[config.mk]
export PLATFORM = sky130hd
export DESIGN_NAME = axi4lite_cmd_master
export DESIGN_NICKNAME = d
export VERILOG_FILES = /design/src/rtl/axi4lite_cmd_master.sv
export SDC_FILE = /design/constraint.sdc
export NUM_CORES = 1
export LEC_CHECK = 0
export ABC_AREA = 1
export BUFFER_PORTS_ARGS = -buffer_cell sky130_fd_sc_hd__buf_2
export CAP_MARGIN = 20
export CORE_MARGIN = 3
export CORE_UTILIZATION = 40
export CTS_CLUSTER_SIZE = 40
export DETAILED_ROUTE_END_ITERATION = 8
export PLACE_DENSITY = 0.78
export SLEW_MARGIN = 25
export SYNTH_ARGS = -nofsm -noshare
export SYNTH_HDL_FRONTEND = slang
export SYNTH_SLANG_ARGS = --single-unit
[constraint.sdc]
create_clock -name aclk -period 2.5 [get_ports aclk]
set_input_delay 0.125 -clock aclk [delete_from_list [all_inputs] [get_ports aclk]]
set_output_delay 0.125 -clock aclk [all_outputs]
set_load 0.02 [all_outputs]
[src/rtl/axi4lite_cmd_master.sv]
// AXI4-Lite initiator: turns single-beat fabric commands into AXI4-Lite
// transactions and returns each completion on a response handshake.
`timescale 1ns/1ps
module axi4lite_cmd_master #(
   parameter int ADDR_WIDTH = 32,
   parameter int DATA_WIDTH = 32
) (
   input  logic                    aclk,
   input  logic                    aresetn,
   input  logic                    cmd_valid,
   output logic                    cmd_ready,
   input  logic                    cmd_write,
   input  logic [ADDR_WIDTH-1:0]   cmd_addr,
   input  logic [DATA_WIDTH-1:0]   cmd_wdata,
   input  logic [DATA_WIDTH/8-1:0] cmd_wstrb,
   output logic                    rsp_valid,
   input  logic                    rsp_ready,
   output logic                    rsp_write,
   output logic [DATA_WIDTH-1:0]   rsp_rdata,
   output logic [1:0]              rsp_resp,
   output logic [7:0]              err_count,
   output logic [ADDR_WIDTH-1:0]   M_AXI_AWADDR,
   output logic [2:0]              M_AXI_AWPROT,
   output logic                    M_AXI_AWVALID,
   input  logic                    M_AXI_AWREADY,
   output logic [DATA_WIDTH-1:0]   M_AXI_WDATA,
   output logic [DATA_WIDTH/8-1:0] M_AXI_WSTRB,
   output logic                    M_AXI_WVALID,
   input  logic                    M_AXI_WREADY,
   input  logic [1:0]              M_AXI_BRESP,
   input  logic                    M_AXI_BVALID,
   output logic                    M_AXI_BREADY,
   output logic [ADDR_WIDTH-1:0]   M_AXI_ARADDR,
   output logic [2:0]              M_AXI_ARPROT,
   output logic                    M_AXI_ARVALID,
   input  logic                    M_AXI_ARREADY,
   input  logic [DATA_WIDTH-1:0]   M_AXI_RDATA,
   input  logic [1:0]              M_AXI_RRESP,
   input  logic                    M_AXI_RVALID,
   output logic                    M_AXI_RREADY
);

   localparam logic [2:0] S_IDLE    = 3'd0;
   localparam logic [2:0] S_WR      = 3'd1;
   localparam logic [2:0] S_WR_RESP = 3'd2;
   localparam logic [2:0] S_RD_ADDR = 3'd3;
   localparam logic [2:0] S_RD_DATA = 3'd4;
   localparam logic [2:0] S_RSP     = 3'd5;

   logic [2:0]              state;
   logic                    aw_done;
   logic                    w_done;
   logic                    write_q;
   logic [ADDR_WIDTH-1:0]   addr_q;
   logic [DATA_WIDTH-1:0]   wdata_q;
   logic [DATA_WIDTH/8-1:0] wstrb_q;

   logic       aw_hs;
   logic       w_hs;
   logic       b_hs;
   logic       r_hs;
   logic [1:0] cap_resp;

   assign aw_hs    = M_AXI_AWVALID && M_AXI_AWREADY;
   assign w_hs     = M_AXI_WVALID && M_AXI_WREADY;
   assign b_hs     = (state == S_WR_RESP) && M_AXI_BVALID && M_AXI_BREADY;
   assign r_hs     = (state == S_RD_DATA) && M_AXI_RVALID && M_AXI_RREADY;
   assign cap_resp = b_hs ? M_AXI_BRESP : M_AXI_RRESP;

   assign M_AXI_AWPROT = 3'b000;
   assign M_AXI_ARPROT = 3'b000;
   assign M_AXI_AWADDR = addr_q;
   assign M_AXI_ARADDR = addr_q;
   assign M_AXI_WDATA  = wdata_q;
   assign M_AXI_WSTRB  = wstrb_q;

   // Transaction sequencer: one command in flight, all outputs registered.
   always_ff @(posedge aclk) begin
      if (!aresetn) begin
         state         <= S_IDLE;
         cmd_ready     <= 1'b0;
         aw_done       <= 1'b0;
         w_done        <= 1'b0;
         write_q       <= 1'b0;
         addr_q        <= '0;
         wdata_q       <= '0;
         wstrb_q       <= '0;
         M_AXI_AWVALID <= 1'b0;
         M_AXI_WVALID  <= 1'b0;
         M_AXI_BREADY  <= 1'b0;
         M_AXI_ARVALID <= 1'b0;
         M_AXI_RREADY  <= 1'b0;
         rsp_valid     <= 1'b0;
         rsp_write     <= 1'b0;
         rsp_rdata     <= '0;
         rsp_resp      <= 2'b00;
      end else begin
         case (state)
            S_IDLE: begin
               if (cmd_valid && cmd_ready) begin
                  cmd_ready <= 1'b0;
                  write_q   <= cmd_write;
                  addr_q    <= cmd_addr;
                  wdata_q   <= cmd_wdata;
                  wstrb_q   <= cmd_wstrb;
                  if (cmd_write) begin
                     state         <= S_WR;
                     M_AXI_AWVALID <= 1'b1;
                     M_AXI_WVALID  <= 1'b1;
                     aw_done       <= 1'b0;
                     w_done        <= 1'b0;
                  end else begin
                     state         <= S_RD_ADDR;
                     M_AXI_ARVALID <= 1'b1;
                  end
               end else begin
                  cmd_ready <= 1'b1;
               end
            end
            S_WR: begin
               if (aw_hs) begin
                  M_AXI_AWVALID <= 1'b0;
                  aw_done       <= 1'b1;
               end
               if (w_hs) begin
                  M_AXI_WVALID <= 1'b0;
                  w_done       <= 1'b1;
               end
               if ((aw_done || aw_hs) && (w_done || w_hs)) begin
                  state        <= S_WR_RESP;
                  M_AXI_BREADY <= 1'b1;
               end
            end
            S_WR_RESP: begin
               if (b_hs) begin
                  M_AXI_BREADY <= 1'b0;
                  rsp_valid    <= 1'b1;
                  rsp_write    <= write_q;
                  rsp_rdata    <= '0;
                  rsp_resp     <= M_AXI_BRESP;
                  state        <= S_RSP;
               end
            end
            S_RD_ADDR: begin
               if (M_AXI_ARREADY) begin
                  M_AXI_ARVALID <= 1'b0;
                  M_AXI_RREADY  <= 1'b1;
                  state         <= S_RD_DATA;
               end
            end
            S_RD_DATA: begin
               if (r_hs) begin
                  M_AXI_RREADY <= 1'b0;
                  rsp_valid    <= 1'b1;
                  rsp_write    <= write_q;
                  rsp_rdata    <= M_AXI_RDATA;
                  rsp_resp     <= M_AXI_RRESP;
                  state        <= S_RSP;
               end
            end
            S_RSP: begin
               if (rsp_ready) begin
                  rsp_valid <= 1'b0;
                  cmd_ready <= 1'b1;
                  state     <= S_IDLE;
               end
            end
            default: begin
               state <= S_IDLE;
            end
         endcase
      end
   end

   // Saturating tally of non-OKAY responses as they are captured.
   always_ff @(posedge aclk) begin
      if (!aresetn) begin
         err_count <= 8'd0;
      end else if ((b_hs || r_hs) && (cap_resp != 2'b00)
                   && (err_count != 8'hFF)) begin
         err_count <= err_count + 8'd1;
      end
   end

endmodule

* After elaboration in Yosys (flattened, before gate mapping) *
Cells that the tools add are included.
Widths: inputs -> output; s select.

storage, ports and cells
  register bits after elaboration = 124
  output and inout port bits = 156

cells by class
  add/sub/neg operators = 1
  equality and inequality tests = 16
  muxes and demuxes = 47
  reduce and logical (&&, ||, !) cells = 32

operators with widths
  operator             count
  $mux 32              2
  $pmux 32 s2          1
  $mux 1               22
  $ne 2x2->1 const B   10
  $mux 3               6
  $pmux 1 s2           9
  $pmux 3 s6           1
  $reduce_and 4->1     4
  $reduce_bool 2->1    7
  $logic_and 1x1->1    10
  $reduce_and 3->1     3
  $add 8x1->8 const B  1
  $mux 2               4
  $ne 8x8->1 const B   1
  $eq 3x2->1 const B   2
  $eq 3x3->1 const B   2
  $reduce_and 6->1     1
  $pmux 2 s2           1
  $reduce_and 2->1     2
  $eq 3x1->1 const B   1
  $logic_not 3->1      1
  $logic_or 1x1->1     3
  $pmux 1 s3           1
  $reduce_bool 3->1    1

* Logic depth before layout (Yosys ltp) *
Gate-level depths: netlist (run 1).

  depth after elaboration = 7
  depth in mapped cells = 10
  gate-level depth less buffers = 9

* Worst setup path after synthesis (run 1) *
No wires, ideal clock.

  kind = register to register
  start point = reg err_count[0]
  end point = reg err_count[6]
  library setup time = 0.070 ns
  arrival = 1.472 ns
  setup slack = 0.958 ns
  cell stages (with the launch flop) = 10
  path buffers = 0
  cells stage by stage = dfxtp_1 -> ha_1 -> nand2_1 -> inv_1 -> nand3_1 -> inv_1 -> nand3_2 -> nand2_2 -> nand2_1 -> a21oi_1

between the ends
  word-level cells in the longest chain between the ends = 2
  elaborated cells between the ends (all ways) = 3
  those cells by class = add/sub: 1; eq/ne: 1; reduce/logical: 1

ends and longest elaborated chain
  what                                                 RTL line  source
  start, declared                                      21        output logic [7:0] err_count,
  start signal, assigned                               181       err_count <= err_count + 8'd1;
  branches (longest 2 deep; another with $add 8x1->8)  n/a

Parallel ways; which one is timed is not known.
A chain may end at the register's enable or synchronous reset.

* Final worst setup path (run 1) *
  start point = reg state[0]
  end point = reg rsp_rdata[13]

between the ends
  word-level cells in the longest chain between the ends = 5
  elaborated cells between the ends (all ways) = 11
  those cells by class = eq/ne: 4; mux: 1; reduce/logical: 6

ends and longest elaborated chain
  what                                               RTL line    source
  start, declared                                    50          logic [2:0] state;
  start signal, assigned                             80          state <= S_IDLE;
  start signal, assigned                             107         state <= S_WR;
  start signal, assigned                             113         state <= S_RD_ADDR;
  $eq 3x3->1 or $eq 3x2->1 (tied branches)           67, 98, 66
  $logic_and 1x1->1 (on tied branches) (2 in a row)  67, 66
  $ne 2x2->1 (no source line)                        n/a
  $reduce_and 3->1 (no source line)                  n/a
  end signal, assigned                               95          rsp_rdata <= '0;
  end signal, assigned                               139         rsp_rdata <= '0;
  end signal, assigned                               156         rsp_rdata <= M_AXI_RDATA;
  end, declared                                      19          output logic [DATA_WIDTH-1:0] rsp_rdata,

Parallel ways exist; a longest one is shown, timed or not.

==> summary.md, run 1 <==
| Metric | Value |
|---|---|
| Status | `finished, final reports clean` |
| Worst Setup EP | `rsp_rdata[13]` |
| GPL Wtd Cong | `0.8561` |
| CTS root buf | `clkbuf_16` |
| Worst-path maximum fanout | `35` |
| Fin crit share | `84.90%` |
| Endpoints failing setup | `0` |
| Antenna violations before repair | `0` |
| Setup TNS | `0 ns` |
| Post-route cell area | `7841 um2` |
| GRT Total Usage | `23.37%` |
| Global-route wire length before repair | `26990 um` |
| CTS-repair resized insts | `0` |
| Syn avg cell area | `7.586 um2` |
| YS warnings | `0` |
| CTS H-Tree Depth | `4` |
| Num CTS Buffers | `17` |
| Die Area | `14060 um2` |
| Seq cells post-synth | `124` |
| Starting Density | `41.50%` |
| CP required | `2.78 ns` |
| Max frequency | `471.2 MHz` |
| Register area share after synthesis | `48.99%` |
| Crit path kind | `flop to flop` |
| Clock transition at the registers of the reported paths | `0.06 ns` |
| Max Cap Violations | `0` |
| Row cnt | `40` |
| Skew-Pair Late Insertion Delay | `0.41 ns` |
| Post-synthesis cell type count | `31` |
| Crit-path slowest cell | `clkinv_1` |
| RSZ-0062 raised after global routing | `no` |
| Vias per cell | `4.793` |
| Critical path startpoint | `state[0]` |
| Leak pwr | `0.003703 uW` |
| FF-to-FF setup slack | `0.38 ns` |
| Post-route ant nets | `0` |
| WL final | `16950 um` |
| Final hold viol count | `0` |
| CTS Buffer Depth | `2` |
| Crit-path max cell delay | `0.74 ns` |
| NumNets Final | `1105` |
| DR WL/cell | `14.47 um` |
| Layout area overhead | `54.74%` |
| HPWL after detailed placement | `9911 um` |
| Port-buffer cells | `263` |
| Share of layout cells above drive strength 1 | `32.00%` |
| Die Y | `118.6 um` |
| WP data arrival | `2.41 ns` |
| Core Region | `12210 um2` |
| Nature of the critical path endpoint | `flop` |
| Worst hold-check path type | `input pin to flop` |
| Post-Syn Instances | `668` |
| PwrDens | `803.1 nW/um2` |
| R2R cell count | `5` |
| Cells after DPL | `1035` |
| ANT cells | `0` |
| Via count | `5613` |
| Commonest non-fill, non-tap cell in the layout | `buf_2` |
| Cell Area, Synth | `5067 um2` |
| Reg2reg start | `state[0]` |
| Worst-Margin Slew | `0.9187 ns` |
| Minimum clock period | `2.122 ns` |
| DRC viols | `0` |
| Worst Setup Slack, final | `0.3776 ns` |
| CTS tree | `done` |
| DR iter-0 viols | `341` |
| Largest net degree at the start of global routing | `71` |
| Commonest cells after routing, fill and taps aside | `263 x buf_2, 228 x nand2_1, 124 x dfxtp_1` |
| Relative slew slack | `38.38%` |
| Slew Viols, Final | `0` |
| Vias in the first global route | `5415` |
| Finished Layout Cells | `1171` |
| Dpl cell area | `6182 um2` |
| Critical Path Start Type | `flop` |
| Total grt overflow | `0` |
| Worst Skew | `0.01017 ns` |
| Worst vdd ir | `572.3 uV` |
| DRT Pass-1 Iters | `5` |
| CP cell instances | `nor2_2 -> nand2_1 -> clkinv_1 -> nand3_1 -> a21oi_1` |
| Die width | `118.6 um` |
| Num ports | `270` |
| Clock sinks | `124` |
| RR Endpoint | `rsp_rdata[13]` |
| Pre-CTS setup slack | `0.4632 ns` |
-- where the power goes --
group / total [uW] / internal, uW / leakage, uW / switching (uW)
Sequential: 2290 / 2150 / 0.00100 / 138
Combinational: 1470 / 530 / 0.00240 / 944
Clock: 2540 / 1630 / 0.000304 / 910
-- cell type report --
class	instances	area (um2)
inverter	27	105.1
clock buffer	19	452.9
tap	168	210.2
timing repair buffer	374	2422
multi-input combinational	446	2003
sequential	124	2482
fill	1005	4370
clock inverter	13	165.2
-- sequential cells by signal, summed over array words and instances (netlist names), 2 cells and up --
signal and cells:
rsp_rdata 32, M_AXI_WDATA 32, err_count 8, M_AXI_ARADDR 32
rsp_resp 2, state 3, M_AXI_WSTRB 4
-- layer usage --
layer | global-route usage, % | vias to the layer above | share of wire [%]
li1 | - | 2764 | -
met1 | 26.28 | 2522 | 38
met2 | 40.28 | 290 | 50
met3 | 7.847 | 37 | 8.8
met4 | 9.920 | 0 | 2.8
met5 | 0 | - | 0
-- per-stage QoR --
| step | util (%) | hold WS, ns | power [uW] |
|---|---|---|---|
| 6_report | 64.21 | 0.008346 | 6298 |
| 4_1_cts | 64.13 | 0.0008828 | 6311 |
| 3_3_place_gp | 50.63 | 0.3739 | 3635 |
| 5_1_grt | 64.21 | 0.02773 | 6598 |
| 2_1_floorplan | - | 0.2677 | 3322 |
| 3_5_place_dp | 50.63 | 0.3779 | 3648 |
-- worst max-delay path: cells and delay by family, from the launching register on --
kind                   cells  cell delay [ns]
buffers and inverters      1             0.74
AND/OR/NAND/NOR            3             0.66
flip-flops                 1             0.49
AO/OA/AOI/OAI              1             0.10
-- cell usage after synthesis (all sizes together) --
library cell / number / share of area [%]
o21ai: 4 / 0.62
o211ai: 1 / 0.15
nand2: 231 / 17
nor3: 4 / 0.40
conb: 1 / 0.074
clkbuf: 12 / 0.89
buf: 64 / 8.9
ha: 1 / 0.25
nand4: 4 / 0.62
inv: 26 / 2.0
xnor2: 1 / 0.17
dfxtp: 124 / 49
or2: 2 / 0.25
nand3: 49 / 5.1
a31oi: 2 / 0.25
xor2: 2 / 0.35
nor2: 20 / 1.8
a21oi: 118 / 12
clkinv: 1 / 0.074
o22ai: 1 / 0.12
-- how the worst min path moves through the flow --
stage / to / cells past startpoint / startpoint / slack [ns]
after floorplan: M_AXI_ARADDR[0] / 2 / cmd_addr[0] / 0.27
after global placement: M_AXI_WDATA[30] / 3 / cmd_wdata[30] / 0.37
after detailed placement: M_AXI_ARADDR[11] / 3 / cmd_addr[11] / 0.38
after CTS: M_AXI_WSTRB[0] / 3 / cmd_wstrb[0] / 0.0009
after global routing: rsp_rdata[29] / 3 / M_AXI_RDATA[29] / 0.03
final: rsp_rdata[29] / 3 / M_AXI_RDATA[29] / 0.008
-- cell families after synthesis --
group	count (synthesis)	synth area share [%]
AND/OR/NAND/NOR	310	25.53
XOR/XNOR	3	0.5186
AO/OA/AOI/OAI	126	12.79
flip-flops	124	48.99
adder cells (fa/ha/maj)	1	0.2469
other	1	0.07400
buffers and inverters	103	11.85
-- repair_timing --
item,4_1_cts,5_1_grt
buffers inserted,0,0
hold buffers,103,1
hold endpoints to repair,101,1
No activity file was read; power rests on OpenSTA's default activity.
==> inputs of run 2 (changes only) <==
==> constraint.sdc (replaced) <==
create_clock -name aclk -period 2 [get_ports aclk]
set_input_delay 0.1 -clock aclk [delete_from_list [all_inputs] [get_ports aclk]]
set_output_delay 0.1 -clock aclk [all_outputs]
set_load 0.02 [all_outputs]
==> summary.md, run 2 (synthesized netlist as in run 1, its figures left out) <==
| Metric | Value |
|---|---|
| Largest net degree at the start of global routing | `46` |
| PwrDens | `958.5 nW/um2` |
| Relative slew slack | `65.07%` |
| R2R cell count | `6` |
| Fillcell total | `1009` |
| Crit path kind | `flop to flop` |
| Critical path startpoint | `state[2]` |
| Metal2 WL | `8214 um` |
| Vias in the first global route | `5372` |
| Via count | `5538` |
| WL final | `16580 um` |
| Die Y | `118.6 um` |
| Slew Viols, Final | `0` |
| Hold path depth | `3` |
| NumNets Final | `1107` |
| Leak pwr | `0.003680 uW` |
| Status | `finished, final reports clean` |
| CTS root buf | `clkbuf_16` |
| Skew-Pair Late Insertion Delay | `0.40 ns` |
| Commonest non-fill, non-tap cell in the layout | `buf_2` |
| Worst-Margin Slew | `0.5233 ns` |
| Setup TNS | `0 ns` |
| Die Area | `14060 um2` |
| Commonest cells after routing, fill and taps aside | `263 x buf_2, 228 x nand2_1, 124 x dfxtp_1` |
| Total grt overflow | `0` |
| Final hold viol count | `0` |
| Hold path startpoint | `aresetn` |
| Critical Path Start Type | `flop` |
| Routed wl met3 | `1413 um` |
| Worst Skew | `0.006355 ns` |
| Reg2reg start | `state[2]` |
| DR iter-0 viols | `302` |
| Port-buffer cells | `263` |
| Vias per cell | `4.729` |
| Post-route ant nets | `0` |
| Core Region | `12210 um2` |
| DRT Pass-1 Iters | `6` |
| Worst-path maximum fanout | `32` |
| Setup Buffers After CTS | `0` |
| RSZ-0062 raised after global routing | `no` |
| Layout area overhead | `54.22%` |
| Row cnt | `40` |
| Max frequency | `572.3 MHz` |
| Num ports | `270` |
| Antenna violations before repair | `0` |
| CTS tree | `done` |
| Endpoints failing setup | `0` |
| WP data arrival | `2.07 ns` |
| DRC viols | `0` |
| Finished Layout Cells | `1171` |
| Minimum clock period | `1.747 ns` |
| GPL Wtd Cong | `0.8810` |
| CTS-repair resized insts | `0` |
| Max Cap Violations | `0` |
| CP required | `2.32 ns` |
| Top layer used by detailed routing | `met4` |
| CTS H-Tree Depth | `4` |
| Nature of the critical path endpoint | `flop` |
| GRT Total Usage | `22.99%` |
| DR WL/cell | `14.16 um` |
| Share of layout cells above drive strength 1 | `31.80%` |
| ANT cells | `0` |
| Die width | `118.6 um` |
| Cells after DPL | `1037` |
| Num CTS Buffers | `17` |
| Global-route wire length before repair | `26360 um` |
| Worst vdd ir | `624.5 uV` |
| HPWL after detailed placement | `10240 um` |
| Clock sinks | `124` |
| Fin crit share | `87.37%` |
| CTS Buffer Depth | `2` |
| Wire length on met1 | `6529 um` |
| Clock transition at the registers of the reported paths | `0.05 ns` |
| Starting Density | `41.50%` |
| Worst hold-check path type | `input pin to flop` |
==> run 2: cell types whose count changed in the layout (fill, tap and decap cells not counted), sizes merged <==
cell and change:
clkinv -4, clkbuf +5, bufinv -3, clkinvlp +2, inv -2, buf +2
==> run 2: timing repair <==
item | 4_1_cts | 5_1_grt
hold buffers | 104 | 0
endpoints found under the setup margin | 0 | 0
endpoints found under the hold margin | 102 | 0
==> run 2: metal layers <==
layer  GRT usage [%]  vias up
met5               0        -
met4           8.617        0
met3           8.900       39
met2           39.82      238
met1           25.44     2500
li1                -     2761
==> run 2: where the power goes <==
part	total, uW	switching [uW]	internal (uW)
registers	2870	176	2690
logic	1880	1180	699
clock network	2740	1020	1730
==> run 2: path summary, 6_finish.rpt <==
check,to,slack (ns)
setup / recovery,rsp_rdata[30],0.25
hold reg to reg,rsp_write,0.45
hold / removal,state[1],0.02
setup reg to reg,rsp_rdata[30],0.25
==> run 2: area by class of cell <==
| type | instances | area, um2 | share of cell area [%] |
|---|---|---|---|
| sequential | 124 | 2482 | 31.76 |
| multi-input combinational | 446 | 2003 | 25.63 |
| inverter | 27 | 105.1 | 1.345 |
| clock inverter | 6 | 37.54 | 0.4803 |
| tap | 168 | 210.2 | 2.690 |
| clock buffer | 24 | 501.7 | 6.420 |
| timing repair buffer | 376 | 2475 | 31.67 |
==> run 2: metrics by stage <==
stage	setup WS, ns	instance area (um2)	util, %	power [uW]	hold slack (ns)
finish	0.2526	7815	64.00	7491	0.02484
floorplan	0.4579	5086	-	4152	0.2427
global route	0.1335	7815	64.00	7880	0.009784
CTS	0.3140	7815	64.00	7539	0.008052
detailed placement	0.3467	6235	51.06	4607	0.3551
global placement	0.4116	6235	51.06	4588	0.3490
==> run 2: worst max-delay path: stages, from the launching register on <==
cell,delay [ns]
dfxtp_1,0.56
nor2_2,0.11
nand3_2,0.13
nand2_2,0.08
inv_2,0.40
nand2_1,0.16
a21oi_1,0.21
==> inputs of run 3 (changes only) <==
==> constraint.sdc (replaced) <==
create_clock -name aclk -period 1.9 [get_ports aclk]
set_input_delay 0.095 -clock aclk [delete_from_list [all_inputs] [get_ports aclk]]
set_output_delay 0.095 -clock aclk [all_outputs]
set_load 0.02 [all_outputs]
==> summary.md, run 3 (synthesized netlist as in run 1, its figures left out) <==
| Metric | Value |
|---|---|
| DR WL/cell | `14.49 um` |
| Reg2reg start | `state[2]` |
| Relative slew slack | `64.26%` |
| Total power | `8246 uW` |
| Final hold viol count | `0` |
| Global-route wire length before repair | `26720 um` |
| Clock transition at the registers of the reported paths | `0.05 ns` |
| Num CTS Buffers | `17` |
| CTS H-Tree Depth | `4` |
| Vias per cell | `4.817` |
| Max frequency | `586.0 MHz` |
| Post-route ant nets | `0` |
| Max Cap Violations | `0` |
| Vias in the first global route | `5422` |
| Port-buffer cells | `263` |
| Critical Path Start Type | `flop` |
| Setup TNS | `0 ns` |
| Status | `finished, final reports clean` |
| Antenna violations before repair | `1` |
| Slew Viols, Final | `0` |
| DR iter-0 viols | `474` |
| Fin crit share | `89.81%` |
| RSZ-0062 raised after global routing | `no` |
| Crit path kind | `flop to flop` |
| WP data arrival | `2.03 ns` |
| HPWL after detailed placement | `10220 um` |
| Total grt overflow | `0` |
| Worst-Margin Slew | `0.5353 ns` |
| Cells after DPL | `1037` |
| Num ports | `270` |
| Worst hold-check path type | `input pin to flop` |
| Skew-Pair Late Insertion Delay | `0.40 ns` |
| Die Y | `118.6 um` |
| CTS Buffer Depth | `2` |
| Worst Hold End | `state[0]` |
| Commonest cells after routing, fill and taps aside | `263 x buf_2, 228 x nand2_1, 124 x dfxtp_1` |
| Leak pwr | `0.003706 uW` |
| Core Region | `12210 um2` |
| Worst Skew | `0.004722 ns` |
| NumNets Final | `1108` |
| RR Endpoint | `rsp_rdata[19]` |
| Met1 Usage GRT | `25.28%` |
| CP required | `2.23 ns` |
| FF-to-FF setup slack | `0.19 ns` |
| Hold path startpoint | `aresetn` |
| Row cnt | `40` |
| Die Area | `14060 um2` |
| Minimum clock period | `1.706 ns` |
| Most used routing layer in global routing | `met2` |
| CTS root buf | `clkbuf_16` |
| PwrDens | `1047 nW/um2` |
| DRC viols | `0` |
| Starting Density | `41.50%` |
| Die width | `118.6 um` |
| Worst-path maximum fanout | `32` |
| Crit-path slowest cell | `dfxtp_1` |
| Grt met2 use | `39.82%` |
| GPL Wtd Cong | `0.8503` |
| Layout area overhead | `55.46%` |
| DRT Pass-1 Iters | `5` |
| CP cell instances | `nor2_2 -> nand3_2 -> nand2_2 -> inv_2 -> nand2_1 -> a21oi_1` |
| Commonest non-fill, non-tap cell in the layout | `buf_2` |
| Clock sinks | `124` |
| WL final | `16980 um` |
| Via count | `5645` |
| Share of layout cells above drive strength 1 | `31.70%` |
| R2R cell count | `6` |
| Grt met3 use | `8.134%` |
| Hold path depth | `3` |
| GRT Total Usage | `23.40%` |
| Worst vdd ir | `776.9 uV` |
| Endpoints failing setup | `0` |
| Nature of the critical path endpoint | `flop` |
| Finished Layout Cells | `1172` |
| CTS tree | `done` |
| Largest net degree at the start of global routing | `76` |
| Crit-path max cell delay | `0.53 ns` |
-- run 3: cell types whose count changed in the layout (fill, tap and decap cells not counted), sizes merged --
cell,delta
bufinv,+3
clkbuf,-2
clkinv,-1
clkinvlp,-1
diode,+1
dlygate4sd3,+1
-- run 3: per-stage QoR --
step                util [%]  worst slack [ns]  hold WS (ns)  cell area (um2)
floorplan                  -            0.3579        0.2377             5086
global placement       51.06            0.3597        0.3441             6235
detailed placement     51.06            0.2871        0.3504             6235
CTS                    64.49            0.2751      0.006628             7875
global route           64.51           0.05608       0.02172             7878
finish                 64.51            0.1936       0.02155             7878
-- run 3: critical path, delay by kind of cell (launching register included) --
kind / cells / cell delay, ns
AOI/OAI and AO/OA: 1 / 0.19
buffers and inverters: 1 / 0.40
and+or+nand+nor: 4 / 0.50
DFF: 1 / 0.53
-- run 3: area by class of cell --
class / instances / area (um2)
antenna: 1 / 2.502
clock buffer: 22 / 474.2
clock inverter: 7 / 115.1
fill: 1002 / 4334
inverter: 27 / 105.1
multi-input combinational: 446 / 2003
sequential: 124 / 2482
tap: 168 / 210.2
timing repair buffer: 377 / 2485
-- run 3: how the worst max path moves through the flow --
| stage | from | to | slack, ns | cells past startpoint |
|---|---|---|---|---|
| 4_1_cts | err_count[0] | err_count[4] | 0.28 | 9 |
| 6_report | state[2] | rsp_rdata[19] | 0.19 | 6 |
| 3_5_place_dp | err_count[0] | err_count[4] | 0.29 | 9 |
| 5_1_grt | state[2] | rsp_rdata[30] | 0.06 | 6 |
| 2_1_floorplan | err_count[0] | err_count[6] | 0.36 | 9 |
| 3_3_place_gp | state[0] | err_count[5] | 0.36 | 6 |
-- run 3: repair_timing --
action / in CTS / in global routing
hold endpoints to repair: 103 / 0
setup buffers: 0 / 0
gates resized for setup: 0 / 0
hold buffers: 105 / 0
-- run 3: routing by layer --
metal	vias up	routed length (um)	share of wire, %
met5	-	0	0
met4	0	697	4.1
met3	64	1587	9.3
met2	305	8255	49
met1	2513	6441	38
li1	2763	-	-
-- run 3: power by group --
group	switching (uW)	internal [uW]	total (uW)
clock	1090	2140	3230
combinational	1250	748	2000
sequential	184	2830	3010
total	2530	5720	8250
